`src/rtl/b02_sched_pkg.sv`:
```
// Shared types and the b02 recognizer next-state/output equations used by the
// multi-channel scheduler.
package b02_sched_pkg;

    typedef logic [2:0] b02_state_t;

    localparam b02_state_t RESET_STATE = 3'b000;
    localparam int         MAX_NCH     = 16;

    // Returns {u, next_state} for current state s and serial input bit x.
    function automatic logic [3:0] b02_next(input b02_state_t s, input logic x);
        logic s2, s1, s0;
        logic n2, n1, n0, u;
        {s2, s1, s0} = s;
        n0 = (x & (s != 3'b000)) | (s2 & (s1 ^ s0));
        n1 = (s2 & ~s1 & ~x) | (x & (s1 | (~s2 & ~s0)));
        n2 = (~s2 & ~x) | (~s1 & ~(s2 & s0) & (s0 | ~x));
        u  = s1 & ~s2 & ~x;
        return {u, n2, n1, n0};
    endfunction

endpackage

```
`src/rtl/b02_core_comb.sv`:
```
// Single combinational copy of the b02 recognizer core, time-shared by the scheduler.
module b02_core_comb
    import b02_sched_pkg::*;
(
    input  b02_state_t s,
    input  logic       x,
    output b02_state_t nxt,
    output logic       u
);

    assign {u, nxt} = b02_next(s, x);

endmodule

```
`src/rtl/b02_mux_scheduler.sv`:
```
// Round-robin scheduler multiplexing NCH bit streams onto one b02 core, with a
// per-channel state register and a one-deep result slot per channel.
module b02_mux_scheduler
    import b02_sched_pkg::*;
#(
    parameter int NCH = 4
) (
    input  logic               clock,
    input  logic               reset,
    input  logic [NCH-1:0]     chan_clr,
    input  logic [NCH-1:0]     in_valid,
    input  logic [NCH-1:0]     in_bit,
    output logic [NCH-1:0]     in_ready,
    output logic [NCH-1:0]     out_valid,
    output logic [NCH-1:0]     out_u,
    output logic [3*NCH-1:0]   out_state,
    input  logic [NCH-1:0]     out_ready
);

    localparam int PW = $clog2(NCH);

    logic [NCH-1:0][2:0] st;
    logic [NCH-1:0][2:0] ost;
    logic [PW-1:0]       ptr;
    logic [NCH-1:0]      elig;
    logic [NCH-1:0]      grant;
    logic [PW-1:0]       gidx;
    logic                found;
    b02_state_t          core_nxt;
    logic                core_u;

    // A full slot only accepts a new bit if it is being drained this cycle.
    assign elig = in_valid & ~chan_clr & (~out_valid | out_ready) & {NCH{~reset}};

    always_comb begin
        int            sum;
        logic [PW-1:0] idx;
        grant = '0;
        gidx  = '0;
        found = 1'b0;
        sum   = 0;
        idx   = '0;
        for (int k = 0; k < NCH; k++) begin
            sum = int'(ptr) + k;
            if (sum >= NCH) sum -= NCH;
            idx = PW'(sum);
            if (!found && elig[idx]) begin
                found      = 1'b1;
                grant[idx] = 1'b1;
                gidx       = idx;
            end
        end
    end

    assign in_ready  = grant;
    assign out_state = ost;

    b02_core_comb u_core (
        .s   (st[gidx]),
        .x   (in_bit[gidx]),
        .nxt (core_nxt),
        .u   (core_u)
    );

    always_ff @(posedge clock) begin
        if (reset)      ptr <= '0;
        else if (found) ptr <= (gidx == PW'(NCH-1)) ? '0 : gidx + 1'b1;
    end

    for (genvar i = 0; i < NCH; i++) begin : g_ch
        always_ff @(posedge clock) begin
            if (reset || chan_clr[i]) begin
                st[i]        <= RESET_STATE;
                ost[i]       <= RESET_STATE;
                out_u[i]     <= 1'b0;
                out_valid[i] <= 1'b0;
            end else if (grant[i]) begin
                st[i]        <= core_nxt;
                ost[i]       <= core_nxt;
                out_u[i]     <= core_u;
                out_valid[i] <= 1'b1;
            end else if (out_ready[i]) begin
                out_valid[i] <= 1'b0;
            end
        end
    end

endmodule

```
`config.mk`:
```
export PLATFORM = sky130hd
export DESIGN_NAME = b02_mux_scheduler
export DESIGN_NICKNAME = d
export VERILOG_FILES = /design/src/rtl/b02_sched_pkg.sv /design/src/rtl/b02_core_comb.sv /design/src/rtl/b02_mux_scheduler.sv
export SDC_FILE = /design/constraint.sdc
export NUM_CORES = 1
export LEC_CHECK = 0
export CAP_MARGIN = 25
export CORE_MARGIN = 1.5
export CORE_UTILIZATION = 47
export CTS_CLUSTER_SIZE = 28
export DETAILED_ROUTE_END_ITERATION = 6
export HOLD_SLACK_MARGIN = 0.15
export PLACE_DENSITY = 0.8
export SKIP_LAST_GASP = 1
export SLEW_MARGIN = 10
export SYNTH_ARGS = -nofsm -noshare
export SYNTH_HDL_FRONTEND = slang
export SYNTH_SLANG_ARGS = --single-unit
export TNS_END_PERCENT = 10
```
`constraint.sdc`:
```
create_clock -name clock -period 3.75 [get_ports clock]
set_input_delay 0.5625 -clock clock [delete_from_list [all_inputs] [get_ports clock]]
set_output_delay 0.5625 -clock clock [all_outputs]
set_load 0.005 [all_outputs]
```
==> results of run 1 <==
-- through the flow --
stage	TNS (ps)	utilization [%]	power (mW)	hold slack [ps]	std cells
detailed placement	-165.8	69.09	0.9773	527.5	238
global placement	0	69.09	0.9562	515.7	238
CTS	0	70.96	1.167	548.0	242
global route	-46.87	71.41	1.253	574.0	242
finish	0	71.41	1.192	546.3	242
floorplan	0	-	0.7100	508.6	155
-- kinds of logic after synthesis --
| group | after synthesis | share of synthesized area (%) |
|---|---|---|
| compound gates | 54 | 26.02 |
| simple gates | 52 | 22.37 |
| flops | 22 | 31.37 |
| buf+inv | 11 | 3.564 |
| mux | 10 | 11.59 |
| fa+ha+maj | 5 | 4.456 |
| xor+xnor | 1 | 0.6240 |
-- Yosys cell counts, types with 2 or more instances --
cell type,n
a21oi_1,9
a21oi_2,2
a22oi_1,10
a31oi_1,4
a32oi_2,2
and2_1,4
and3_1,4
dfxtp_1,22
ha_1,5
inv_1,8
mux2i_1,5
mux4_2,5
nand2_1,4
nand2b_1,6
nand3_1,3
nand4_1,6
nor2_1,6
nor2_2,2
nor2b_1,3
nor3_1,6
nor3_2,2
o211ai_1,2
o21ai_0,14
o21ai_1,3
o21ai_2,2
-- cell type report --
type	count	share of cell area (%)
inverters	8	1.499
well taps	31	1.936
repair buffers	55	25.73
flip-flops and latches	22	22.05
clock buffers	3	1.124
multi-input cells	122	46.16
clock inverters	1	1.499
-- power groups by stage --
stage	clock network [mW]	logic [mW]	registers (mW)
floorplan	0	0.415	0.295
global placement	0	0.644	0.312
detailed placement	0	0.662	0.315
CTS	0.190	0.668	0.309
global route	0.199	0.736	0.318
finish	0.189	0.691	0.312
-- flip-flops by register name, summed over array words and instances (netlist names) --
name / flops
out_state: 12
out_u: 4
out_valid: 4
ptr: 2
-- routing by layer --
metal / GRT usage [%] / share of wire, %
met5: 0 / 0
met4: 9.635 / 2.2
met3: 4.018 / 8.8
met2: 43.99 / 49
met1: 34.89 / 40
-- worst max path at each step --
| stage | from | end | slack (ps) | cells after the start |
|---|---|---|---|---|
| 2_1_floorplan | ptr[0] | out_state[0] | 450 | 14 |
| 3_3_place_gp | reset | out_state[6] | 40 | 11 |
| 3_5_place_dp | reset | out_state[9] | -40 | 11 |
| 4_1_cts | reset | in_ready[3] | 130 | 9 |
| 5_1_grt | reset | in_ready[1] | -30 | 9 |
| 6_report | reset | in_ready[1] | 110 | 9 |
-- critical path, delay by kind of cell --
kind,cells,cell delay (ps)
and+or+nand+nor,3,540
AOI/OAI and AO/OA,2,280
muxes,1,500
buffers and inverters,3,1200
==> out/metrics.yaml, run 1 <==
run_status:
  status: "finished, violations left"
  violated_checks: "DRC"
critical_path:
  worstReg2RegStart: "ptr[0]"
  reg2reg_slack_ps: 450
  critPathSlowestCell: "clkdlybuf4s50_1"
  critical_path.startpoint_type: "input pin"
  worst_path_most_repeated_cell: "clkdlybuf4s50_1"
  rr_worst_depth: 10
  crit_fanout: 8
  cp_cell_sequence: "clkdlybuf4s50_1, buf_4, nor2_2, and3_4, mux4_2, and3_1, a22oi_1, o21ai_1, clkdlybuf4s50_1"
  critPathMaxStageDelay_ps: 540
  end_kind: "output pin"
  critical_path.reg2reg.endpoint: "out_state[9]"
  timing.setup.critical_path_class: "input pin to output pin"
  crit_required_ps: 3190
  worst_ep_arrival_time_ps: 3070
routing:
  drt_iter0_drc: 86
  firstDrtPassIters: 7
  final_antenna_net_count: 0
  wl_um: 4289
  post-route-drc-count: 6
  wl_per_cell_um: 17.72
  vias: 1516
  via_per_inst: 6.264
synthesis:
  synth-seq-area-share_pct: 31.37
  netlist_area_um2: 1404
  synth_area_leaders: "dfxtp_1, mux4_2, a22oi_1"
  syn_inst: 155
  ys.flop_type: "dfxtp_1"
  netlist-cell-type-count: 41
  synth_seq_cells: 22
  synth_area_per_cell_um2: 9.057
  synth_top_area_share_pct: 31.37
  synth_top_cell_by_area: "dfxtp_1"
  yosysWarningCount: 0
  synth_async_sr_flop_share_pct: 0
  mappedNetlistNets: 178
  synth_edf_count: 0
sta:
  max_freq_mhz: 274.9
  worst_clock_skew_ps: 7.728
  finalSetupViolations: 0
  finalHoldViolations: 0
  grt_setup_unrepaired: "yes"
  max-slew-margin-rel_pct: 75.60
  fin_crit_ps: 3637
  post-route-worst-setup-slack_ps: 112.6
  timing_worst_slew_pin_value_ps: 356.8
  period_share_pct: 97.00
  final_max_slew_viol_count: 0
final_layout:
  layout_common_cells: "clkdlybuf4s50_1, dfxtp_1, o21ai_0, buf_4, a21oi_1"
  insertedDiodeCount: 0
  synthToLayoutAreaGrowth_pct: 42.69
  fillers: 236
  final_area_um2: 2003
  nets: 235
  layout_commonest_cell: "clkdlybuf4s50_1"
  multi_input_comb_area_um2: 924.6
  fraction_of_final_layout_cells_sized_beyond_drive_strength_1_pct: 19.43
  area.sequential_um2: 441.7
clock_network:
  clkLatencyLatePin_ps: 320
  cts_resized: 0
  clk_path_buf_depth: 2
  cts-buffers-inserted: 3
  cts.reportedPaths.clkPinSlew_ps: 130
  cts-hold-fix-buffers: 0
  ctsHtreeMaxLevel: 1
  tritoncts_clock_tree: "built"
  setup_fix_buffers_added_after_clock_tree_synthesis: 0
  cts_root_cell: "clkbuf_4"
  clock-sinks: 22
pwr:
  ir_worst_vdd_mv: 0.3194
  combinational_cell_fraction_of_total_power_pct: 58.0
  power_frac_seq_pct: 26.1
  p_int_uw: 701.8
  p_leak_nw: 0.7349
  clockPowerShare_pct: 15.9
  sw_frac_of_total_pct: 41.11
  p_per_area_nw_per_um2: 594.9
  netSwitchingPower_uw: 489.8
job:
  max_cap_violations: 0
global_routing:
  grt_first_pass_wirelength_um: 6865
  grt_pass1_vias: 1476
  grt_remaining_overflow: 0
  grt_antenna_before_repair: 0
  grt_start_max_net_pins: 14
  global_route.usage.total_pct: 26.44
min_path:
  worstHoldStart: "out_u[3]"
  hold_crit_depth: 2
  worst_hold_path.endpoint: "out_u[3]"
  min-delay-path-class: "flip-flop to flip-flop"
floorplan:
  dieArea_um2: 3324
  core_region_area_um2: 2805
  die_h_um: 57.65
  die_width_um: 57.65
  core.rowCount: 19
  start_util_pct: 50.04
  io_pins: 42
placement:
  routabilityCongestion: 1.039
  detailed_place.area_um2: 1938
  place.port_buffers: 41
  place.detailed.hpwl_um: 3251
  place_worst_setup_slack_ps: -43.67
Note: power is estimated with default switching activity, not from simulation.
==> run 2, diff against run 1 <==
Settings changed: CAP_MARGIN 25 to 20, TNS_END_PERCENT 10 to unset.
==> run 2 against run 1 <==
Against the previous run:
- the run still ends with DRC left
- fmax grew 2.3%
- cell count stayed put
- setup slack gained 82 ps
- die area is the same
- clock power is essentially flat
- non-clock buffer count is the same
- utilization is 0.22 points higher
- first-iteration DRC count decreased by 4.7%
- routed wire length rose by 0.28%
- worst hold slack got worse by 0.94 ps
- design area up 0.31%
- clock-buffer cell count is the same
- highest routed layer unchanged
==> out/metrics.yaml, run 2 (synthesis results as in run 1) <==
critical_path:
  critPathMaxStageDelay_ps: 500
  worst_setup_path_endpoint: "in_ready[0]"
  worst_ep_arrival_time_ps: 2990
  critPathSlowestCell: "clkdlybuf4s50_1"
  crit_fanout: 6
  critical_path.startpoint_type: "input pin"
  startpoint: "chan_clr[1]"
  cp_cell_sequence: "clkdlybuf4s50_1, nor2_1, buf_4, and3_1, mux4_2, and3_1, a22oi_1, o21ai_1, clkdlybuf4s50_1"
  critPathBufInv: 3
  timing.setup.critical_path_class: "input pin to output pin"
  worstReg2RegStart: "ptr[0]"
  rr_worst_depth: 10
  crit_cells: 9
  end_kind: "output pin"
  reg2reg_slack_ps: 440
  critical_path.reg2reg.endpoint: "out_state[9]"
  cell_family_contributing_the_most_delay_on_the_critical_path: "buffers and inverters"
  crit_required_ps: 3190
floorplan:
  die_width_um: 57.65
  start_util_pct: 50.04
  core.rowCount: 19
  io_pins: 42
  die_h_um: 57.65
  dieArea_um2: 3324
  core_region_area_um2: 2805
placement:
  detailed_place.area_um2: 1938
  place.detailed.hpwl_um: 3251
  place.port_buffers: 41
  place_worst_setup_slack_ps: -43.67
  routabilityCongestion: 1.039
final_layout:
  fraction_of_final_layout_cells_sized_beyond_drive_strength_1_pct: 19.43
  layout_common_cells: "clkdlybuf4s50_1, dfxtp_1, o21ai_0"
  synthToLayoutAreaGrowth_pct: 43.14
  layout_commonest_cell: "clkdlybuf4s50_1"
  final_area_um2: 2009
  max_reg_flops: 12
  nets: 235
  insertedDiodeCount: 0
  postLayoutCoreUtil_pct: 71.63
  fillers: 232
run_status:
  violated_checks: "DRC"
  status: "finished, violations left"
global_routing:
  grt_remaining_overflow: 0
  grt_start_max_net_pins: 14
  grt_first_pass_wirelength_um: 6865
  global_route.usage.total_pct: 26.44
  grt_antenna_before_repair: 0
  grt_pass1_vias: 1476
pwr:
  ir_worst_vdd_mv: 0.3194
  p_leak_nw: 0.7453
  power_frac_seq_pct: 26.1
  clockPowerShare_pct: 15.9
  p_int_uw: 702.1
  combinational_cell_fraction_of_total_power_pct: 58.1
  netSwitchingPower_uw: 491.8
  post-layout-total-power_mw: 1.194
  p_per_area_nw_per_um2: 594.1
  sw_frac_of_total_pct: 41.19
sta:
  period_share_pct: 94.81
  finalSetupViolations: 0
  grt_setup_unrepaired: "no"
  worst_clock_skew_ps: 7.491
  post-route-worst-setup-slack_ps: 194.5
  fin_crit_ps: 3555
  timing_worst_slew_pin_value_ps: 346.5
  finalHoldViolations: 0
  max-slew-margin-rel_pct: 76.30
  max_freq_mhz: 281.3
  final_max_slew_viol_count: 0
routing:
  vias: 1533
  wl_um: 4301
  drt_iter0_drc: 82
  wl_per_cell_um: 17.77
  post-route-drc-count: 6
  final_antenna_net_count: 0
  via_per_inst: 6.335
  firstDrtPassIters: 6
min_path:
  min-delay-path-class: "flip-flop to flip-flop"
clock_network:
  cts-hold-fix-buffers: 0
  cts_resized: 0
  cts-buffers-inserted: 3
  ctsHtreeMaxLevel: 1
  setup_fix_buffers_added_after_clock_tree_synthesis: 0
  clk_path_buf_depth: 2
  clock-sinks: 22
  cts.reportedPaths.clkPinSlew_ps: 130
  tritoncts_clock_tree: "built"
  cts_root_cell: "clkbuf_4"
  clkLatencyLatePin_ps: 320
job:
  max_cap_violations: 0
## run 2: area by class of cell
class / instances / area [um^2] / area share, %
flip-flops and latches: 22 / 441.7 / 21.98
well taps: 31 / 38.79 / 1.930
clock inverters: 1 / 30.03 / 1.494
multi-input cells: 122 / 924.6 / 46.01
repair buffers: 55 / 521.8 / 25.97
inverters: 8 / 30.03 / 1.494
clock buffers: 3 / 22.52 / 1.121
## run 2: routing by layer
layer | global-route usage (%) | up-vias | wire [um]
li1 | - | 711 | -
met1 | 34.89 | 728 | 1758
met2 | 43.99 | 83 | 2096
met3 | 4.018 | 11 | 351
met4 | 9.635 | 0 | 95
met5 | 0 | - | 0
## run 2: how the worst min path moves through the flow
stage / from / endpoint / slack [ps] / depth (start not counted)
after global routing: out_u[0] / out_u[0] / 570 / 2
final: out_u[3] / out_u[3] / 550 / 2
after global placement: out_u[0] / out_u[0] / 520 / 2
after detailed placement: out_u[3] / out_u[3] / 530 / 2
after CTS: out_u[3] / out_u[3] / 550 / 2
after floorplan: out_u[3] / out_u[3] / 510 / 2
## run 2: worst min-delay path: cells and delay by family, from the launching register on
kind	cells	cell delay (ps)
AND/OR/NAND/NOR	1	60
multiplexers	1	120
flip-flops	1	330
## run 2: stage by stage
step / instances / TNS [ps] / hold slack, ps
global route: 242 / 0 / 574.5
global placement: 238 / 0 / 515.7
floorplan: 155 / 0 / 508.6
CTS: 242 / 0 / 548.0
finish: 242 / 0 / 545.4
detailed placement: 238 / -165.8 / 527.5
## run 2: power groups by stage
stage               sequential (mW)  clock, mW  combinational [mW]
floorplan                     0.295          0               0.415
global placement              0.312          0               0.644
detailed placement            0.315          0               0.662
CTS                           0.309      0.190               0.668
global route                  0.318      0.199               0.736
finish                        0.312      0.189               0.693
==> run 3, diff against run 2 <==
Settings changed: PLACE_DENSITY 0.8 to 0.88.
==> run 3 against run 2 <==
Against the previous run:
- the run still ends with DRC left
- sequential power fell by 6%
- worst hold slack improved by 20 ps
- design area rose by 0.87%
- critical path depth did not move
- largest cell class unchanged
- largest power group unchanged
==> out/metrics.yaml, run 3 (synthesis results as in run 1) <==
sta:
  fin_crit_ps: 3633
  finalHoldViolations: 0
  grt_setup_unrepaired: "yes"
  fin_setup_tns_ps: 0
  hold_slack_ps: 564.9
  finalSetupViolations: 0
  timing_worst_slew_pin_value_ps: 385.5
  post-route-worst-setup-slack_ps: 117.2
  worst_clock_skew_ps: 6.316
  period_share_pct: 96.87
  max-slew-margin-rel_pct: 73.64
  max_freq_mhz: 275.3
  final_max_slew_viol_count: 0
final_layout:
  nets: 238
  final_area_um2: 2027
  layout_commonest_cell: "clkdlybuf4s50_1"
  fraction_of_final_layout_cells_sized_beyond_drive_strength_1_pct: 19.16
  synthToLayoutAreaGrowth_pct: 44.38
  layout_common_cells: "clkdlybuf4s50_1, dfxtp_1, buf_4"
  insertedDiodeCount: 0
  max_reg_flops: 12
critical_path:
  worst_setup_path_endpoint: "in_ready[0]"
  timing.setup.critical_path_class: "input pin to output pin"
  worst_ep_arrival_time_ps: 3070
  rr_worst_depth: 13
  crit_required_ps: 3190
  end_kind: "output pin"
  worstReg2RegStart: "ptr[1]"
  startpoint: "reset"
  critical_path.startpoint_type: "input pin"
  critical_path.reg2reg.endpoint: "out_state[6]"
  reg2reg_slack_ps: 280
  crit_fanout: 5
global_routing:
  grt_remaining_overflow: 0
  grt_first_pass_wirelength_um: 7134
  global_route.usage.total_pct: 27.55
  grt_pass1_vias: 1544
  grt_antenna_before_repair: 0
  grt_start_max_net_pins: 14
pwr:
  p_per_area_nw_per_um2: 598.3
  post-layout-total-power_mw: 1.213
  netSwitchingPower_uw: 492.5
  clockPowerShare_pct: 15.4
  power_frac_seq_pct: 24.1
  ir_worst_vdd_mv: 0.3039
  combinational_cell_fraction_of_total_power_pct: 60.5
  p_leak_nw: 0.7499
  p_int_uw: 720.2
  sw_frac_of_total_pct: 40.61
min_path:
  min-delay-path-class: "flip-flop to flip-flop"
routing:
  wl_per_cell_um: 17.79
  drt_iter0_drc: 100
  via_per_inst: 6.261
  vias: 1534
  wl_um: 4359
  post-route-drc-count: 2
  final_antenna_net_count: 0
  firstDrtPassIters: 6
floorplan:
  start_util_pct: 50.04
  dieArea_um2: 3324
  core_region_area_um2: 2805
  die_width_um: 57.65
  die_h_um: 57.65
  io_pins: 42
  core.rowCount: 19
clock_network:
  cts_root_cell: "clkbuf_4"
  cts-buffers-inserted: 3
  cts.reportedPaths.clkPinSlew_ps: 130
  clkLatencyLatePin_ps: 310
  tritoncts_clock_tree: "built"
  clock-sinks: 22
  clk_path_buf_depth: 2
  ctsHtreeMaxLevel: 1
  cts-hold-fix-buffers: 0
placement:
  place.port_buffers: 41
  routabilityCongestion: 1.067
  place_worst_setup_slack_ps: -120.2
  place.detailed.hpwl_um: 3513
  detailed_place.area_um2: 1961
job:
  max_cap_violations: 0
run_status:
  violated_checks: "DRC"
  status: "finished, violations left"
-- run 3: worst max-delay path, stage by stage --
cell             delay (ps)
clkdlybuf4s50_1         520
buf_4                   160
nor2_2                   50
and3_1                  210
a22oi_1                 370
and3_1                  310
a22oi_1                  90
o21ai_1                 230
clkdlybuf4s50_1         570
-- run 3: area by class of cell --
class,count,area [um^2]
multi-input combinational,122,927.1
fill,211,778.2
timing repair buffer,58,538.0
sequential,22,440.4
tap,31,38.79
clock inverter,1,30.03
inverter,8,30.03
clock buffer,3,22.52
-- run 3: how the worst min path moves through the flow --
stage | startpoint | to | slack, ps | depth (start not counted)
3_3_place_gp | out_u[2] | out_u[2] | 510 | 2
3_5_place_dp | out_u[1] | out_u[1] | 530 | 2
2_1_floorplan | out_u[3] | out_u[3] | 510 | 2
4_1_cts | out_state[6] | out_state[6] | 570 | 2
5_1_grt | out_u[3] | out_u[3] | 590 | 2
6_report | out_state[6] | out_state[6] | 560 | 2
-- run 3: what timing repair did --
action,4_1_cts,5_1_grt
setup buffers,0,0
gates resized for setup,0,3
endpoints found under the setup margin,0,6
-- run 3: through the flow --
| step | std cells | util (%) |
|---|---|---|
| after floorplan | 155 | - |
| after global placement | 241 | 69.89 |
| after detailed placement | 241 | 69.89 |
| after CTS | 245 | 71.77 |
| after global routing | 245 | 72.26 |
| final | 245 | 72.26 |
-- run 3: power by group through the flow --
stage               Combinational (mW)  Clock (mW)  Sequential (mW)
floorplan                        0.415           0            0.295
global placement                 0.673           0            0.296
detailed placement               0.698           0            0.297
CTS                              0.702       0.190            0.292
global route                     0.793       0.199            0.297
finish                           0.733       0.187            0.293
-- run 3: layer usage --
layer  vias up  global-route usage, %  part of all wire, %  wire length [um]
li1        715                      -                    -                 -
met1       728                  35.99                   40              1747
met2        78                  46.59                   51              2217
met3        13                  3.795                  6.9               302
met4         0                  9.967                  2.1                92
met5         -                      0                    0                 0
